--- config.mk ---
export PLATFORM = sky130hd
export DESIGN_NAME = align_add_fp
export DESIGN_NICKNAME = d
export VERILOG_FILES = /design/src/rtl/align_add_fp.sv
export SDC_FILE = /design/constraint.sdc
export NUM_CORES = 1
export LEC_CHECK = 0
export CORE_MARGIN = 2
export CORE_UTILIZATION = 38
export CTS_CLUSTER_SIZE = 20
export DETAILED_ROUTE_END_ITERATION = 10
export SETUP_SLACK_MARGIN = 0.4
export SYNTH_ARGS = -nofsm -noshare
export SYNTH_HDL_FRONTEND = slang
export SYNTH_SLANG_ARGS = --single-unit
--- constraint.sdc ---
create_clock -name clk -period 7.7 [get_ports clk]
set_clock_uncertainty 0.2 [all_clocks]
set_input_delay 1.155 -clock clk [delete_from_list [all_inputs] [get_ports clk]]
set_output_delay 1.155 -clock clk [all_outputs]
set_load 0.01 [all_outputs]
--- src/rtl/align_add_fp.sv ---
// Multi-cycle FP add/sub front end: aligns the smaller-exponent mantissa one bit
// per cycle, then adds/subtracts magnitudes and emits an un-normalized word.
module align_add_fp #(
  parameter int WIDTH  = 32,
  parameter int MAX_SH = 23
) (
  input  logic             clk,
  input  logic             rst_n,
  input  logic             start,
  input  logic [WIDTH-1:0] a,
  input  logic [WIDTH-1:0] b,
  output logic             busy,
  output logic             done,
  output logic [WIDTH-1:0] result,
  output logic             overflow
);

  localparam int EW = WIDTH - 24;
  localparam int CW = $clog2(MAX_SH + 1);

  typedef enum logic [1:0] {IDLE, ALIGN, ADD, DONE} state_t;

  state_t        state;
  logic          sign_big, sign_small;
  logic [EW-1:0] exp_big, exp_small;
  logic [22:0]   mant_big, mant_small;
  logic [CW-1:0] count;

  logic [23:0]      sum;
  logic [22:0]      diff;
  logic             big_ge;
  logic [EW-1:0]    exp_inc;
  logic [WIDTH-1:0] nxt_res;
  logic             nxt_ovf;

  always_comb begin
    sum     = {1'b0, mant_big} + {1'b0, mant_small};
    big_ge  = (mant_big >= mant_small);
    diff    = big_ge ? (mant_big - mant_small) : (mant_small - mant_big);
    exp_inc = exp_big + 1'b1;
    nxt_res = '0;
    nxt_ovf = 1'b0;
    if (sign_big == sign_small) begin
      if (sum[23]) begin
        if (&exp_big) begin
          // carry out of the largest exponent saturates rather than wrapping
          nxt_res = {sign_big, {EW{1'b1}}, 23'h7FFFFF};
          nxt_ovf = 1'b1;
        end else begin
          nxt_res = {sign_big, exp_inc, sum[23:1]};
        end
      end else begin
        nxt_res = {sign_big, exp_big, sum[22:0]};
      end
    end else if (diff != 23'd0) begin
      nxt_res = {(big_ge ? sign_big : sign_small), exp_big, diff};
    end
  end

  always_ff @(posedge clk or negedge rst_n) begin
    if (!rst_n) begin
      state      <= IDLE;
      sign_big   <= 1'b0;
      sign_small <= 1'b0;
      exp_big    <= '0;
      exp_small  <= '0;
      mant_big   <= '0;
      mant_small <= '0;
      count      <= '0;
      busy       <= 1'b0;
      done       <= 1'b0;
      result     <= '0;
      overflow   <= 1'b0;
    end else begin
      case (state)
        IDLE: begin
          if (start) begin
            // ties go to a so the operand order is deterministic
            if (b[WIDTH-2:23] > a[WIDTH-2:23]) begin
              {sign_big, exp_big, mant_big}       <= b;
              {sign_small, exp_small, mant_small} <= a;
            end else begin
              {sign_big, exp_big, mant_big}       <= a;
              {sign_small, exp_small, mant_small} <= b;
            end
            count <= '0;
            busy  <= 1'b1;
            state <= ALIGN;
          end
        end
        ALIGN: begin
          if (exp_small == exp_big) begin
            state <= ADD;
          end else if (count == CW'(MAX_SH)) begin
            mant_small <= '0;
            exp_small  <= exp_big;
            state      <= ADD;
          end else begin
            mant_small <= mant_small >> 1;
            exp_small  <= exp_small + 1'b1;
            count      <= count + 1'b1;
          end
        end
        ADD: begin
          result   <= nxt_res;
          overflow <= nxt_ovf;
          done     <= 1'b1;
          state    <= DONE;
        end
        DONE: begin
          done  <= 1'b0;
          busy  <= 1'b0;
          state <= IDLE;
        end
        default: state <= IDLE;
      endcase
    end
  end

endmodule
* Word-level counts from Yosys, hierarchy flattened
Cells that the tools add are included.
** Word-level totals
- Bits in registers :: 106
- Latch bits :: 0
- Bits in writable memories :: 0
- Memory bits (read-only) :: 0
- Input bits :: 67
- Output and inout port bits :: 35
- Word-level logic and storage cells :: 75
- Memories kept :: 0
** Operators by class
- Add/sub/neg operators :: 6
- Multipliers :: 0
- Div/mod/pow operators :: 0
- $lt $le $gt $ge :: 2
- Equality and inequality tests :: 10
- Shifts and indexed selects :: 0
- Multiplexer cells :: 34
- Bitwise operators :: 0
- Reductions and logical operators :: 11
** Operators by type and width (count)
- 23-bit 2-to-1 mux :: 5
- 32-bit 2-to-1 mux :: 2
- 31-bit 2-to-1 mux :: 2
- 23-bit case mux with 2 select lines :: 1
- 23-bit subtractor :: 2
- 8-bit 2-to-1 mux :: 5
- 23-bit by 23-bit adder with 24-bit output :: 1
- 23-bit >= comparator :: 1
- 23-bit nonzero test :: 1
- 22-bit 2-to-1 mux :: 1
- 8-bit by 1-bit adder with 8-bit output, second input constant :: 2
- 8-bit case mux with 2 select lines :: 1
- 5-bit 2-to-1 mux :: 3
- 5-bit case mux with 2 select lines :: 1
- 8-bit equality test :: 1
- 8-bit greater-than comparator :: 1
- 2-bit case mux with 4 select lines :: 1
- 8-bit AND reduction :: 1
- 1-bit 2-to-1 mux :: 7
- 2-bit 2-to-1 mux :: 3
- 2-bit != test, second input constant :: 3
- 2-bit AND reduction :: 3
- 2-bit nonzero test :: 3
- 5-bit by 1-bit adder with 5-bit output, second input constant :: 1
- other kinds (9) :: 11

* Longest topological paths before layout
Gate-level depths: netlist of the first run.
- Depth in word-level cells :: 5
- Gate-level depth with buffers :: 16
- Depth with buffers taken out :: 14

* Worst setup path after synthesis of the first run
Ideal clock, no wire load.
- Path kind :: reg2reg
- From :: register mant_big[4]
- To :: register result[31]
- Setup time :: 124 ps
- Data arrival time :: 3454 ps
- Required time :: 7376 ps
- Setup slack :: 3922 ps
- Cell stages (with the launch flop) :: 15
- Clock period less this slack :: 3778 ps
- Path through :: dfrtp_1 > inv_1 > ha_1 > a21o_1 > a21o_1 > o21a_1 > o2111a_2 > nor3_4 > buf_8 > mux2i_1 > xnor2_1 > or4_4 > nor4_2 > a32oi_1 > a211o_1
** Between the ends
- Cells in the longest elaborated chain, start to end :: 5
- Elaborated cells on any way between the ends :: 8
- Those cells by class :: add/sub (2); order compare (1); mux (4); reduce/logical (1)
** Ends and longest elaborated chain
- start: declaration :: RTL line 26 : logic [22:0] mant_big, mant_small;
- start signal: assignment :: RTL line 67 : mant_big <= '0;
- start signal: assignment :: RTL line 80 : {sign_big, exp_big, mant_big} <= b;
- start signal: assignment :: RTL line 83 : {sign_big, exp_big, mant_big} <= a;
- 23-bit subtractor or 23-bit >= comparator (tied branches) :: RTL line 39, 38
- 23-bit 2-to-1 mux :: RTL line 39 : diff = big_ge ? (mant_big - mant_small) : (mant_small - mant_big);
- 23-bit nonzero test :: RTL line 55 : end else if (diff != 23'd0) begin
- 32-bit 2-to-1 mux * :: RTL line 55
- 32-bit 2-to-1 mux * :: RTL line 43 : if (sign_big == sign_small) begin
- end signal: assignment :: RTL line 105 : result <= nxt_res;
- end: declaration :: RTL line 14 : output logic [WIDTH-1:0] result,
Every way passes the cells marked *; elsewhere a longest branch is shown, timed or not.
A chain may end at the register's enable or synchronous reset.

* Worst setup path after layout of the first run
- From :: register mant_big[14]
- To :: register result[31]
Same word-level chain as after synthesis.

==> results.txt, run 1 <==
----------------------------------------------------
[STA]
  Slew HR ... 0.361
  Final Worst Setup Slack ... 2.92 ns
  Finish-stage setup viols ... 0
  Number of hold violations in the final report ... 0
  Peak Freq ... 209 MHz
  Min Clock Period, post-route ... 4.78 ns
  Unrepaired setup endpoints after global routing ... no
  Final period util ... 0.620
  Fin Setup TNS ... 0 ns
  Max Transition Viols Final ... 0
  Slew at the pin closest to its max-slew limit ... 0.958 ns

[Synth]
  Cell taking the most area after synthesis ... dfrtp_1
  Async set-reset flop share out of synthesis ... 1.00
  Distinct cell type count after synthesis ... 84
  Mapped Avg Cell Area ... 8.11 um^2
  Synth Instances ... 1201
  Share of synthesized area occupied by flip-flops and latches ... 0.272
  Count of yosys warnings during synthesis ... 0
  Most common library cells after synthesis ... 147 x a21oi_1, 132 x nor2_1, 106 x dfrtp_1
  Register bit total from synthesis ... 106
  Top cells by area, synth ... dfrtp_1 27%, ha_1 11%, mux2i_1 8.6%
  Commonest register cell after synthesis ... dfrtp_1
  Share of the synthesized area in the top cell type ... 0.272
  Number of enable flip-flop cells after synthesis ... 0
  Net count after synthesis ... 1354
  Total standard cell area after synthesis ... 0.00974 mm^2
  Most numerous cell in the Yosys netlist ... a21oi_1

[Min path]
  Cells on Worst Hold Path ... 1
  Worst min-delay path endpoint ... result[1]
  Worst hold start ... result[1]
  Hold/Removal Path Class ... flop to flop

[Setup path]
  Worst Reg2Reg Path Length in Cells ... 14
  Worst Path Arrival ... 4.83 ns
  Crit path required time ... 7.75 ns
  Flop-to-flop setup slack ... 2.92 ns
  Setup Crit Path Kind ... flop to flop
  Crit end category ... flop
  Kind of start point of the critical path ... flop
  CP Max Fanout ... 15
  End of the worst register-to-register path ... result[31]
  Worst flop-to-flop path startpoint ... mant_big[14]

[CTS]
  Sinks on Clock Net ... 106
  Root buffer cell ... clkbuf_16
  Clock insertion delay at the later pin of the skew report ... 0.37 ns
  CTS tree ... done
  Longest Clk Path Bufs ... 2
  Hold buffer count at CTS ... 0
  Number of buffers inserted to repair setup after CTS ... 0
  Clock transition time at the flip-flop clock pins of the worst setup and hold paths ... 0.08 ns
  Post-cts sizing count ... 0
  CTS Buf Count ... 9
  CTS H-tree depth ... 3

[Final layout]
  Ant. Diodes ... 0
  Finished Core Util ... 0.446
  Area overhead of the layout relative to synthesis ... 15.3%
  Area of all placed cells without fillers ... 0.0112 mm^2
  Fraction of layout instances using a drive strength above 1 ... 0.0431
  Final-stage net count ... 1401

[Floorplan]
  Die W ... 164 um
  Boundary pin count ... 102
  Die extent in y ... 164 um
  Initial core utilization ... 0.387
  Standard cell core area ... 0.0252 mm^2
  Floorplan die area ... 0.0269 mm^2
  Count of standard-cell rows ... 58

[Route]
  Final antenna-violating net count ... 0
  Total number of vias ... 9059
  DRC ... 0
  Overall routed net length ... 28.5 mm
  Via density ... 5.72
  First drt pass iteration count ... 6
  Starting DRT DRC Count ... 785
  Detail-routed net length per standard cell ... 18.0 um

[Placement]
  DP Area ... 0.0109 mm^2
  # port buffers ... 101
  Worst Setup Slack post-DPL ... 2.75 ns
  Routability-driven placement congestion ratio ... 0.964
  Placed wire-length estimate after detailed placement ... 22.0 mm

[GRT]
  Residual overflow from global routing ... 0
  Largest net degree at the start of global routing ... 69
  Total track usage ... 0.214
  Initial antenna violation count ... 0
  Global-route wire length before repair ... 46.2 mm
  Number of global-route vias before repair ... 8521

[Job]
  Maximum Capacitance Violations ... 0

[Outcome]
  Status ... finished, final reports clean

----------------------------------------------------
[area by class of cell]
class / count / area, um^2
well taps: 330 / 413
repair buffers: 111 / 1080
flip-flops and latches: 106 / 2650
clock inverters: 6 / 61.3
multi-input cells: 935 / 6460
clock buffers: 10 / 239
inverters: 85 / 319
fillers: 2515 / 14000
[layer usage]
layer | part of all wire | wire length [um] | track usage | vias up
met4 | 0.017 | 497 | 0.0558 | 0
met5 | 0 | 0 | 0 | -
li1 | - | - | - | 4412
met2 | 0.42 | 11900 | 0.314 | 311
met1 | 0.51 | 14600 | 0.331 | 4307
met3 | 0.054 | 1550 | 0.0245 | 29
[registers in the layout, indices dropped and copies added, names as in the netlist]
name / cells
sign_small: 1
busy: 1
result: 32
state: 2
sign_big: 1
done: 1
overflow: 1
count: 5
exp_big: 8
mant_small: 23
exp_small: 8
mant_big: 23
[cell usage in the layout, fill, tap and decap left out, types with 5 or more instances in the layout]
cell	count
o221ai_1	29
xnor2_1	40
o21ai_0	80
dfrtp_1	106
buf_4	11
clkdlybuf4s50_1	100
a311oi_1	6
or3_1	5
nand2_1	58
xor2_1	16
nor3_1	14
nand3_1	41
a31oi_1	14
and3_1	10
mux2i_1	84
and2_1	5
o211ai_1	5
nor2_1	132
inv_1	84
clkbuf_16	9
a21oi_1	147
a21o_1	13
nor4_1	5
o21bai_1	10
o21a_1	5
a211oi_1	10
ha_1	82
nor2b_1	9
a22oi_1	6
nand2b_1	9
o22ai_1	6
nand4_1	9
[stage by stage]
stage / hold WS (ns) / std cells
after global placement: 0.263 / 1567
after detailed placement: 0.273 / 1567
after CTS: 0.293 / 1583
final: 0.292 / 1583
after global routing: 0.324 / 1583
after floorplan: 0.304 / 1201
[worst max-delay path by stage]
stage	start	to	slack [ns]	cells past startpoint
3_5_place_dp	a[24]	mant_small[6]	2.75	15
5_1_grt	mant_big[14]	result[28]	2.58	14
2_1_floorplan	mant_big[4]	result[31]	3.92	14
4_1_cts	mant_big[14]	result[31]	2.94	14
3_3_place_gp	a[24]	mant_small[6]	2.86	15
6_report	mant_big[14]	result[31]	2.92	14
[critical path, cell delays in order, from the launching register on]
cell and delay, ns:
dfrtp_1 0.40, inv_1 0.07, ha_1 0.51, a21oi_1 0.41, nand2_1 0.10, o21ai_0 0.28, a21oi_2 0.14, nor3_4 0.50
buf_4 0.36, mux2i_1 0.25, xnor2_1 0.15, or4_4 0.57, nor4_2 0.29, a32oi_1 0.15, a211o_1 0.28
[cells by family (layout without fill, tap and decap cells)]
logic type      after synthesis  in the layout  share of synthesized area
flops                       106            106                      0.272
simple gates                329            329                      0.166
mux                          86             86                     0.0890
buf+inv                     160            212                     0.0658
xor+xnor                     57             57                     0.0513
fa+ha+maj                    86             86                      0.113
compound gates              377            377                      0.243
Power of run 1 is left out: the tool's default activity adds up to more than one toggle a clock period on the data nets, which glitch-free logic cannot reach.
==> run 2, diff against run 1 <==
==> constraint.sdc (replaced) <==
create_clock -name clk -period 4.41 [get_ports clk]
set_clock_uncertainty 0.2 [all_clocks]
set_input_delay 0.6615 -clock clk [delete_from_list [all_inputs] [get_ports clk]]
set_output_delay 0.6615 -clock clk [all_outputs]
set_load 0.01 [all_outputs]
==> run 2 against run 1 <==
  * Routed wire length grew 11%
  * Global-route usage rose by 1.8 points
  * First-iteration DRC count shrank 10%
  * Highest routed layer unchanged
==> results.txt, run 2 (synthesis results as in run 1) <==
----------------------------------------------------
[Floorplan]
  Floorplan die area ... 0.0269 mm^2 (unchanged)
  Count of standard-cell rows ... 58 (unchanged)
  Boundary pin count ... 102 (unchanged)
  Initial core utilization ... 0.387 (unchanged)
  Die extent in y ... 164 um (unchanged)
  Standard cell core area ... 0.0252 mm^2 (unchanged)
  Die W ... 164 um (unchanged)

[Setup path]
  CP bufs+invs ... 4 (was 2)
  Cell type group with the largest total delay on the critical path ... compound AO/OA/AOI/OAI gates (was simple AND/OR/NAND/NOR gates)
  Kind of start point of the critical path ... flop (unchanged)
  Sequence of cells on the critical path ... inv_2, ha_4, a21o_1, a21o_1, o21a_1, o2111a_2, nor3_4, buf_8, mux2i_4, xnor2_2, buf_4, nor4_4, nand4_1, o31ai_2, buf_4, a31oi_4 (was inv_1, ha_1, a21oi_1, nand2_1, o21ai_0, a21oi_2, nor3_4, buf_4, mux2i_1, xnor2_1, or4_4, nor4_2, a32oi_1, a211o_1)
  Worst Path Arrival ... 3.93 ns (was 4.83 ns)
  Largest stage delay, worst path ... 0.40 ns (was 0.57 ns)
  Cell with the biggest individual delay on the critical path ... dfrtp_1 (was or4_4)
  Crit end category ... flop (unchanged)
  Crit path required time ... 4.43 ns (was 7.75 ns)
  CP Max Fanout ... 7 (was 15)
  Setup Crit Path Kind ... flop to flop (unchanged)

[Placement]
  DP Area ... 0.0119 mm^2 (was 0.0109 mm^2)
  Worst Setup Slack post-DPL ... -0.153 ns (was 2.75 ns)
  Routability-driven placement congestion ratio ... 0.948 (was 0.964)
  # port buffers ... 101 (unchanged)
  Placed wire-length estimate after detailed placement ... 24.5 mm (was 22.0 mm)

[Final layout]
  Largest registers ... result x32, mant_big x23, mant_small x23 (unchanged)
  Area of all placed cells without fillers ... 0.0129 mm^2 (was 0.0112 mm^2)
  Register containing the most flip-flops in the final layout ... result (unchanged)
  Finished Core Util ... 0.513 (was 0.446)
  Commonest cells after routing, fill and taps aside ... 150 x buf_4, 141 x a21oi_1, 130 x nor2_1, 103 x dfrtp_1, 100 x clkdlybuf4s50_1 (was 147 x a21oi_1, 132 x nor2_1, 106 x dfrtp_1, 100 x clkdlybuf4s50_1)
  Fraction of layout instances using a drive strength above 1 ... 0.191 (was 0.0431)
  Area overhead of the layout relative to synthesis ... 32.7% (was 15.3%)
  Ant. Diodes ... 0 (unchanged)
  Most common library cell in the layout ignoring fill and taps ... buf_4 (was a21oi_1)
  Final-stage net count ... 1549 (was 1401)
  Filler cells ... 2457 (was 2515)
  Flip-flop count of the largest register after layout ... 32 (unchanged)

[STA]
  Unrepaired setup endpoints after global routing ... yes (was no)
  Finish-stage setup viols ... 0 (unchanged)
  Peak Freq ... 255 MHz (was 209 MHz)
  Final Worst Setup Slack ... 0.495 ns (was 2.92 ns)
  Slew HR ... 0.337 (was 0.361)
  Fin Setup TNS ... 0 ns (unchanged)
  Final period util ... 0.888 (was 0.620)
  Number of hold violations in the final report ... 0 (unchanged)
  Min Clock Period, post-route ... 3.92 ns (was 4.78 ns)
  Slew at the pin closest to its max-slew limit ... 0.994 ns (was 0.958 ns)
  Max Transition Viols Final ... 0 (unchanged)

[GRT]
  Global-route wire length before repair ... 48.9 mm (was 46.2 mm)
  Number of global-route vias before repair ... 9077 (was 8521)
  Largest net degree at the start of global routing ... 71 (was 69)
  Residual overflow from global routing ... 0 (unchanged)
  Initial antenna violation count ... 0 (unchanged)
  Total track usage ... 0.232 (was 0.214)

[Job]
  Maximum Capacitance Violations ... 0 (unchanged)

[Min path]
  Hold/Removal Path Class ... input port to async pin (was flop to flop)

[CTS]
  CTS Buf Count ... 9 (unchanged)
  Longest Clk Path Bufs ... 2 (unchanged)
  CTS H-tree depth ... 3 (unchanged)
  Hold buffer count at CTS ... 0 (unchanged)
  Clock transition time at the flip-flop clock pins of the worst setup and hold paths ... 0.08 ns (about the same)
  CTS tree ... done (unchanged)
  Root buffer cell ... clkbuf_16 (unchanged)
  Clock insertion delay at the later pin of the skew report ... 0.38 ns (was 0.37 ns)
  Sinks on Clock Net ... 106 (unchanged)

[Route]
  Final antenna-violating net count ... 0 (unchanged)
  DRC ... 0 (unchanged)
  Starting DRT DRC Count ... 706 (was 785)
  Total number of vias ... 9726 (was 9059)
  Detail-routed net length per standard cell ... 18.3 um (was 18.0 um)
  First drt pass iteration count ... 5 (was 6)
  Via density ... 5.62 (was 5.72)
  Overall routed net length ... 31.7 mm (was 28.5 mm)

[Outcome]
  Status ... finished, final reports clean (unchanged)

----------------------------------------------------
## run 2: stage by stage
| stage | instances | hold slack [ns] |
|---|---|---|
| floorplan | 1201 | 0.166 |
| global placement | 1690 | 0.268 |
| detailed placement | 1690 | 0.276 |
| CTS | 1712 | 0.294 |
| global route | 1731 | 0.320 |
| finish | 1731 | 0.234 |
## run 2: cell type report
class / instances / area, um^2 / area share
Clock buffer: 9 / 225 / 0.0174
Clock inverter: 7 / 70.1 / 0.00542
Inverter: 85 / 319 / 0.0247
Multi-Input combinational cell: 936 / 6990 / 0.541
Sequential cell: 106 / 2660 / 0.206
Tap cell: 330 / 413 / 0.0320
Timing Repair Buffer: 258 / 2250 / 0.174
## run 2: metal layers
metal | global-route usage | part of all wire
met1 | 0.347 | 0.49
met2 | 0.340 | 0.43
met3 | 0.0394 | 0.067
met4 | 0.0674 | 0.019
met5 | 0 | 0
## run 2: path summary, 6_finish.rpt
| path | startpoint | slack [ns] | endpoint | depth (start not counted) |
|---|---|---|---|---|
| setup / recovery | mant_big[4] | 0.49 | result[25] | 16 |
| hold / removal | rst_n | 0.23 | mant_big[15] | 1 |
| setup reg to reg | mant_big[4] | 0.49 | result[25] | 16 |
| hold reg to reg | result[29] | 0.30 | result[29] | 2 |
| max in group asynchronous | rst_n | 2.88 | mant_small[1] | 2 |
| min in group clk | result[29] | 0.30 | result[29] | 2 |
## run 2: repair_timing
item                                    in CTS  in global routing
endpoints found under the setup margin       9                 25
setup buffers                                5                 19
pin swaps                                    3                 22
gates resized for setup                      2                 97
cloned                                       1                  0
Power of run 2 is left out for the same reason.
